===== src/rtl/piffla_pkg.sv =====
// Shared definitions for the PIF multi-channel LED flasher.
package piffla_pkg;

    localparam int unsigned MODE_W = 2;

    typedef enum logic [MODE_W-1:0] {
        MODE_OFF     = 2'd0,
        MODE_ON      = 2'd1,
        MODE_BLINK   = 2'd2,
        MODE_BREATHE = 2'd3
    } mode_e;

endpackage


===== src/rtl/piffla_down_counter.sv =====
// Reloading down-counter; at_zero is a registered flag that is high while the count sits at 0.
module piffla_down_counter #(
    parameter int unsigned WIDTH  = 8,
    parameter int unsigned RELOAD = 0
) (
    input  logic clk,
    input  logic rst_n,
    input  logic en,
    output logic at_zero
);

    logic [WIDTH-1:0] cnt_q;
    logic [WIDTH-1:0] cnt_d;

    // Decrement on enable, reload once the zero state has been consumed
    always_comb begin
        cnt_d = cnt_q;
        if (en) begin
            if (cnt_q == '0) begin
                cnt_d = WIDTH'(RELOAD);
            end else begin
                cnt_d = cnt_q - 1'b1;
            end
        end
    end

    always_ff @(posedge clk or negedge rst_n) begin
        if (!rst_n) begin
            cnt_q   <= WIDTH'(RELOAD);
            at_zero <= (RELOAD == 0);
        end else begin
            cnt_q   <= cnt_d;
            at_zero <= (cnt_d == '0);
        end
    end

endmodule


===== src/rtl/pif_flasher_mc.sv =====
// Multi-channel LED flasher: per-channel OFF/ON/BLINK/BREATHE driven from a shared
// prescaled tick, blink timebase and free-running PWM counter.
module pif_flasher_mc
    import piffla_pkg::*;
#(
    parameter int unsigned N_CH        = 2,
    parameter int unsigned PWM_W       = 8,
    parameter int unsigned PRESCALE    = 1000,
    parameter int unsigned BLINK_TICKS = 256,
    localparam int unsigned CH_W       = (N_CH > 1) ? $clog2(N_CH) : 1
) (
    input  logic              xclk,
    input  logic              sys_rst,
    input  logic              cfg_we,
    input  logic [CH_W-1:0]   cfg_ch,
    input  logic [MODE_W-1:0] cfg_mode,
    output logic [N_CH-1:0]   led,
    output logic              tick
);

    localparam int unsigned PRE_W = (PRESCALE > 1) ? $clog2(PRESCALE) : 1;
    localparam int unsigned BLK_W = (BLINK_TICKS > 1) ? $clog2(BLINK_TICKS) : 1;
    localparam logic [PWM_W-1:0] LVL_MAX = '1;

    logic             blk_zero;
    logic             blink_wrap;
    logic             blink_phase;
    logic [PWM_W-1:0] pwm_ctr;
    logic             wr_valid;

    // Prescaler: tick is high during the cycle its count sits at zero
    piffla_down_counter #(
        .WIDTH  (PRE_W),
        .RELOAD (PRESCALE - 1)
    ) u_prescale (
        .clk     (xclk),
        .rst_n   (sys_rst),
        .en      (1'b1),
        .at_zero (tick)
    );

    // Blink timebase counts ticks; phase flips on the BLINK_TICKS-th tick
    piffla_down_counter #(
        .WIDTH  (BLK_W),
        .RELOAD (BLINK_TICKS - 1)
    ) u_blink (
        .clk     (xclk),
        .rst_n   (sys_rst),
        .en      (tick),
        .at_zero (blk_zero)
    );

    assign blink_wrap = tick & blk_zero;
    assign wr_valid   = cfg_we && (32'(cfg_ch) < N_CH);

    always_ff @(posedge xclk or negedge sys_rst) begin
        if (!sys_rst) begin
            pwm_ctr     <= '0;
            blink_phase <= 1'b0;
        end else begin
            pwm_ctr <= pwm_ctr + 1'b1;
            if (blink_wrap) begin
                blink_phase <= ~blink_phase;
            end
        end
    end

    for (genvar i = 0; i < N_CH; i++) begin : g_ch
        mode_e            mode_q;
        mode_e            mode_d;
        logic [PWM_W-1:0] level_q;
        logic [PWM_W-1:0] level_d;
        logic             dir_q;
        logic             dir_d;
        logic             led_q;
        logic             led_d;
        logic             hit;

        assign hit    = wr_valid && (cfg_ch == CH_W'(i));
        assign led[i] = led_q;

        // LED decode from current mode; a config write overrides any ramp step on the same edge
        always_comb begin
            mode_d  = mode_q;
            level_d = level_q;
            dir_d   = dir_q;
            led_d   = 1'b0;

            unique case (mode_q)
                MODE_OFF:     led_d = 1'b0;
                MODE_ON:      led_d = 1'b1;
                MODE_BLINK:   led_d = blink_phase ^ 1'(i % 2);
                MODE_BREATHE: led_d = (pwm_ctr < level_q);
                default:      led_d = 1'b0;
            endcase

            if (hit) begin
                mode_d  = mode_e'(cfg_mode);
                level_d = '0;
                dir_d   = 1'b0;
            end else if (tick && (mode_q == MODE_BREATHE)) begin
                if (!dir_q) begin
                    if (level_q == LVL_MAX) begin
                        dir_d   = 1'b1;
                        level_d = PWM_W'(LVL_MAX - 1'b1);
                    end else begin
                        level_d = level_q + 1'b1;
                    end
                end else begin
                    if (level_q == '0) begin
                        dir_d   = 1'b0;
                        level_d = PWM_W'(1);
                    end else begin
                        level_d = level_q - 1'b1;
                    end
                end
            end
        end

        always_ff @(posedge xclk or negedge sys_rst) begin
            if (!sys_rst) begin
                mode_q  <= MODE_OFF;
                level_q <= '0;
                dir_q   <= 1'b0;
                led_q   <= 1'b0;
            end else begin
                mode_q  <= mode_d;
                level_q <= level_d;
                dir_q   <= dir_d;
                led_q   <= led_d;
            end
        end
    end

endmodule


===== config.mk =====
export PLATFORM = sky130hd
export DESIGN_NAME = pif_flasher_mc
export DESIGN_NICKNAME = d
export VERILOG_FILES = /design/src/rtl/piffla_pkg.sv /design/src/rtl/piffla_down_counter.sv /design/src/rtl/pif_flasher_mc.sv
export SDC_FILE = /design/constraint.sdc
export NUM_CORES = 1
export LEC_CHECK = 0
export ABC_AREA = 1
export BUFFER_PORTS_ARGS = -buffer_cell sky130_fd_sc_hd__buf_4
export CAP_MARGIN = 20
export CORE_MARGIN = 5
export CORE_UTILIZATION = 55
export CTS_BUF_LIST = sky130_fd_sc_hd__clkbuf_4
export DETAILED_ROUTE_END_ITERATION = 16
export PLACE_DENSITY_LB_ADDON = 0.25
export SETUP_SLACK_MARGIN = 0.15
export SLEW_MARGIN = 10
export SYNTH_ARGS = -nofsm -noshare
export SYNTH_HDL_FRONTEND = slang
export SYNTH_SLANG_ARGS = --single-unit

===== constraint.sdc =====
create_clock -name xclk -period 3.9 [get_ports xclk]
set_clock_uncertainty 0.05 [all_clocks]
set_input_delay 0.195 -clock xclk [delete_from_list [all_inputs] [get_ports xclk]]
set_output_delay 0.195 -clock xclk [all_outputs]
set_load 0.005 [all_outputs]

Yosys cells after proc, flatten, opt, wreduce, memory -nomap -nowiden --
Cells that the tools add are included.
Storage, ports and cells: flip-flop bits (word level) 53, input bits 6, output and inout port bits 3, logic and storage cells 73
Operators by class: add/sub/neg operators 7, $lt $le $gt $ge 2, equal/unequal tests 8, mux-type cells 25, bitwise operators 3, reductions and logical operators 14
Operators by type and width (count):
- 2-to-1 mux 8 bit | 12
- zero test 8 bit | 4
- adder 8 x 1 -> 8 bit, second input constant | 3
- subtractor 8 x 1 -> 8 bit, second input constant | 3
- zero test 10 bit | 2
- == test 8 bit, second input constant | 2
- < comparator 8 bit | 2
- 2-to-1 mux 1 bit | 10
- 2-to-1 mux 10 bit | 1
- subtractor 10 x 1 -> 10 bit, second input constant | 1
- == test 2 bit, second input constant | 4
- one-hot mux 1 bit (4 select lines) | 2
- == test 2 x 1 -> 1 bit, second input constant | 2
- logical AND 1 bit | 4
- zero test 2 bit | 2
- nonzero test 2 bit | 2
- inverter 1 bit | 2
- AND 1 bit | 1

Logic depth before layout (Yosys ltp) --
word-level depth 5, gate-level depth with buffers 12, depth with buffers taken out 12

Modules after synthesis --
From an unflattened synthesis, not the netlist that was laid out.
Second synthesis, totals: cells, all modules 532, area total of the unflattened synthesis 3724.8 µm²
Modules (own cells, without submodules):
- pif_flasher_mc | instances 1, cells each 367, area each 2492.4 µm², seq. area each 825.8 µm²
- piffla_down_counter (u_prescale) | instances 1, cells each 87, area each 680.7 µm², seq. area each 285.3 µm²
- piffla_down_counter (u_blink) | instances 1, cells each 78, area each 551.8 µm², seq. area each 235.2 µm²

Worst setup path after synthesis --
OpenSTA, ideal clock, no wires.
path kind reg-to-reg, start register u_prescale.cnt_q[0], end register u_prescale.at_zero, setup time 71 ps, arrival time 1352 ps, required time 3779 ps, path slack 2427 ps, cell stages (with the launch flop) 12, path buffers 0, clock period less this slack 1473 ps, path through dfstp_2 > inv_1 > ha_1 > inv_1 > nor2_2 > inv_2 > nand2_1 > nor2_1 > nand3b_1 > nor2_1 > nand2_1 > nor2_1
Between the ends: cells in the longest elaborated chain, start to end 3, elaborated cells on any way between the ends 4, those cells by class add/sub: 1; mux: 1; reduce/logical: 2
RTL lines:
- start, declared | RTL line piffla_down_counter.sv:12 | logic [WIDTH-1:0] cnt_q;
- start signal, assigned | RTL line piffla_down_counter.sv:29 | cnt_q <= WIDTH'(RELOAD);
- start signal, assigned | RTL line piffla_down_counter.sv:32 | cnt_q <= cnt_d;
- subtractor 10 x 1 -> 10 bit or zero test 10 bit (tied branches) | RTL line piffla_down_counter.sv:22, piffla_down_counter.sv:19
- 2-to-1 mux 10 bit * | RTL line piffla_down_counter.sv:19 | if (cnt_q == '0) begin
- via u_prescale.cnt_d[2] | RTL line piffla_down_counter.sv:13 | logic [WIDTH-1:0] cnt_d;
- zero test 10 bit * | RTL line piffla_down_counter.sv:33 | at_zero <= (cnt_d == '0);
- end signal, assigned | RTL line piffla_down_counter.sv:30 | at_zero <= (RELOAD == 0);
- end signal, assigned | RTL line piffla_down_counter.sv:33
- end, declared | RTL line piffla_down_counter.sv:9 | output logic at_zero
The timed path passes the listed nets; every way through them passes the cells marked *. A chain may end at the register's enable or synchronous reset.

Final worst setup path --
start register u_blink.cnt_q[0], end register u_blink.at_zero
Between the ends: cells in the longest elaborated chain, start to end 4, elaborated cells on any way between the ends 5, those cells by class add/sub: 1; mux: 2; reduce/logical: 2
RTL lines:
- start, declared | RTL line piffla_down_counter.sv:12
- start signal, assigned | RTL line piffla_down_counter.sv:29
- start signal, assigned | RTL line piffla_down_counter.sv:32
- subtractor 8 x 1 -> 8 bit or zero test 8 bit (tied branches) | RTL line piffla_down_counter.sv:22, piffla_down_counter.sv:19
- 2-to-1 mux 8 bit | RTL line piffla_down_counter.sv:19
- 2-to-1 mux 8 bit * | RTL line piffla_down_counter.sv:18 | if (en) begin
- zero test 8 bit * | RTL line piffla_down_counter.sv:33
- end signal, assigned | RTL line piffla_down_counter.sv:30
- end signal, assigned | RTL line piffla_down_counter.sv:33
- end, declared | RTL line piffla_down_counter.sv:9
Every way passes the cells marked *; elsewhere a longest branch is shown, timed or not.

==> out/metrics.csv <==
stage,metric,value,unit
detailed_routing,drt-total-wl,7110,µm
logic_synthesis,ys_seq_elements,53,
global_routing,grt-ovfl-total,0,
power_and_ir_drop,total_power,0.000875,W
hold_path,whs_path_depth,3,
floorplanning,io-pin-count,9,
detailed_routing,vias,3005,
worst_setup_path,cpMostUsedCell,nand2_1,
place,dp_hpwl,5310,µm
floorplanning,core_area,0.00628,mm²
logic_synthesis,syn-cell-area,0.00350,mm²
clock_tree,root_buffer,clkbuf_4,
floorplanning,rows,29,
worst_setup_path,crit_path_top_delay_cell,dfstp_2,
outcome,status,"complete, no violations",
timing,finalHoldViolations,0,
clock_tree,clk_pin_slew,0.18,ns
timing,tns,0,ns
timing,rsz0062_at_grt,false,
power_and_ir_drop,swShare,26.1,%
detailed_routing,drt_iter0_drc,134,
global_routing,grt_use_met3,3.17,%
worst_setup_path,startpoint,u_blink.cnt_q[0],
logic_synthesis,synth_nets,504,
detailed_routing,wl_per_cell,12.7,µm
logic_synthesis,synth_warnings,0,
final_layout,fill_cells,590,
power_and_ir_drop,p_comb_share,4.3,%
logic_synthesis,yosysUniqueCellTypes,36,
final_layout,mostFrequentLayoutCells,"nand2_1, inv_1, nand3_1",
worst_setup_path,crit_family,simple AND/OR/NAND/NOR gates,
floorplanning,fp.dieW,89.8,µm
worst_setup_path,cp_num_buf_inv,2,
worst_setup_path,cp-start-kind,flip-flop,
timing,finalSetupViolations,0,
power_and_ir_drop,p_int,0.000647,W
timing,slew_headroom,55.9,%
final_layout,final_common_cell,nand2_1,
global_routing,use_met2,29.0,%
timing,tightest_slew,0.661,ns
logic_synthesis,synthCells,473,
floorplanning,die_h,89.8,µm
power_and_ir_drop,power.clock.fraction,31.2,%
clock_tree,htree_levels,2,
global_routing,antenna_found_initial,0,
detailed_routing,drc,0,
power_and_ir_drop,power.share.sequential,64.5,%
place,dp_cells,551,
place,place_area,0.00361,mm²
hold_path,hp-start,cfg_mode[0],
hold_path,whs_endpoint,g_ch[0].mode_q[0],
timing,fmax,0.601,GHz
floorplanning,start_util,55.8,%
final_layout,drive_gt1_share,13.3,%
worst_setup_path,path_max_fanout,5,
global_routing,grt.total_usage,17.9,%
power_and_ir_drop,powerDensity,237,mW/mm²
hold_path,min_path_type,primary input to flip-flop,
timing,hold_slack,0.0252,ns
power_and_ir_drop,p_leak,1.87,nW
global_routing,grt.busiest_layer,met2,
clock_tree,clock_latency,0.39,ns
floorplanning,die_area,0.00806,mm²
global_routing,grt_use_met1,23.9,%
detailed_routing,firstDrtPassIters,4,
detailed_routing,viasPerCell,5.37,
final_layout,stdcell_count,560,
worst_setup_path,critPathRequiredTime,4.19,ns
power_and_ir_drop,switching_power,0.000228,W
clock_tree,cts_tree,done,
worst_setup_path,crit_path_end_kind,flip-flop,
logic_synthesis,synth_edf_count,0,
global_routing,grt_pass1_wl,12400,µm
detailed_routing,ant_nets,0,
final_layout,finalNetCount,513,
final_layout,n_antenna_cell,0,
global_routing,grt_max_degree,54,
run,maxCapViolations,0,
worst_setup_path,path_class,flip-flop to flip-flop,
worst_setup_path,critPathArrivalTime,1.95,ns
logic_synthesis,synthArstFlopShare,100,%
worst_setup_path,r2r_setup_slack,2.24,ns
logic_synthesis,syn_avg_cell_area,7.40,µm²
final_layout,fin_area,0.00368,mm²
power_and_ir_drop,ir_drop,143,µV
global_routing,grt_pass1_vias,2876,
worst_setup_path,ff2ff_path_depth,11,
clock_tree,clkSinkCount,53,
worst_setup_path,r2r-end,u_blink.at_zero,
final_layout,area_delta_synth_final,5.18,%
place,portBuffers,8,
logic_synthesis,ys_seq_area_share,38.4,%
clock_tree,cts_buffers,5,
timing,timing.final.crit_share,42.6,%
worst_setup_path,path_cells,"inv_1, ha_1, nand2_1, inv_2, nand2_1, nand2_1, nor2_1, nand3_1, nor2_1, nand2_1, nor2_1",
worst_setup_path,slowest_delay,0.59,ns
place,gp_congestion,0.861,
clock_tree,cts_setup_buffers,0,
timing,finalMaxSlewViolations,0,
logic_synthesis,synth_flop_cell,dfrtp_1,
timing,period_needed,1.66,ns
clock_tree,clockBufferDepth,2,
worst_setup_path,timing.rr.start,u_blink.cnt_q[0],
-- kinds of logic (layout without fill, tap and decap cells) --
group / after synthesis / count (layout) / share of synthesized area [%]
compound gates: 57 / 57 / 9.22
xor+xnor: 15 / 15 / 3.75
fa+ha+maj: 25 / 25 / 8.93
buf+inv: 76 / 86 / 8.79
flops: 53 / 53 / 38.4
simple gates: 247 / 247 / 30.9
-- Yosys cell counts (all sizes together) (6+ instances only) --
cell	instances	area (µm²)
a21oi	18	105
buf	6	43.8
nor2	48	213
nand3	57	290
nand2	128	485
nand4	8	50.1
inv	68	255
xor2	11	96.3
dfstp	16	420
ha	25	313
dfrtp	37	926
o21ai	29	149
-- metal layers --
| metal | wire, µm | vias to the layer above |
|---|---|---|
| met5 | 0 | - |
| met4 | 125 | 0 |
| met3 | 239 | 13 |
| met2 | 3330 | 61 |
| met1 | 3420 | 1383 |
| li1 | - | 1548 |
-- state kept, by name, summed over array words and instances, names as in the netlist --
name                cells
g_ch.mode_q             4
u_blink.at_zero         1
g_ch.level_q           16
g_ch.dir_q              2
u_prescale.cnt_q       10
g_ch.led_q              2
blink_phase             1
u_prescale.at_zero      1
pwm_ctr                 8
u_blink.cnt_q           8
-- what timing repair did --
| item | CTS | global route |
|---|---|---|
| gates resized for setup | 0 | 0 |
| hold buffers | 1 | 0 |
| hold endpoints to repair | 37 | 0 |
-- worst min-delay path, delay by kind of cell --
kind            cells  cell delay, ns
buf+inv             2            0.17
compound gates      1            0.08
-- power groups by stage --
stage / logic (W) / registers, W / clock network [W]
4_1_cts: 0.0000393 / 0.000564 / 0.000280
5_1_grt: 0.0000439 / 0.000566 / 0.000300
2_1_floorplan: 0.0000180 / 0.000573 / 0
3_5_place_dp: 0.0000384 / 0.000573 / 0
3_3_place_gp: 0.0000380 / 0.000573 / 0
6_report: 0.0000376 / 0.000564 / 0.000273
-- area by class of cell --
| class | count | area [µm²] | area share, % |
|---|---|---|---|
| clock buffers | 5 | 37.5 | 1.02 |
| well taps | 77 | 96.3 | 2.62 |
| repair buffers | 9 | 70.1 | 1.90 |
| flip-flops and latches | 53 | 1350 | 36.5 |
| inverters | 69 | 260 | 7.07 |
| clock inverters | 3 | 25.0 | 0.679 |
| multi-input cells | 344 | 1850 | 50.2 |
-- worst max path at each step --
stage,to,slack [ns],cells past startpoint
3_3_place_gp,u_blink.at_zero,2.34,9
5_1_grt,u_prescale.at_zero,2.07,11
2_1_floorplan,u_prescale.at_zero,2.43,11
4_1_cts,u_prescale.at_zero,2.24,11
3_5_place_dp,u_blink.at_zero,2.28,11
6_report,u_blink.at_zero,2.24,11
-- through the flow --
step | setup slack, ns | utilization [%]
4_1_cts | 2.24 | 58.7
2_1_floorplan | 2.43 | -
3_5_place_dp | 2.28 | 57.5
6_report | 2.24 | 58.7
3_3_place_gp | 2.34 | 57.5
5_1_grt | 2.07 | 58.7
Note: power is estimated with default switching activity, not from simulation.
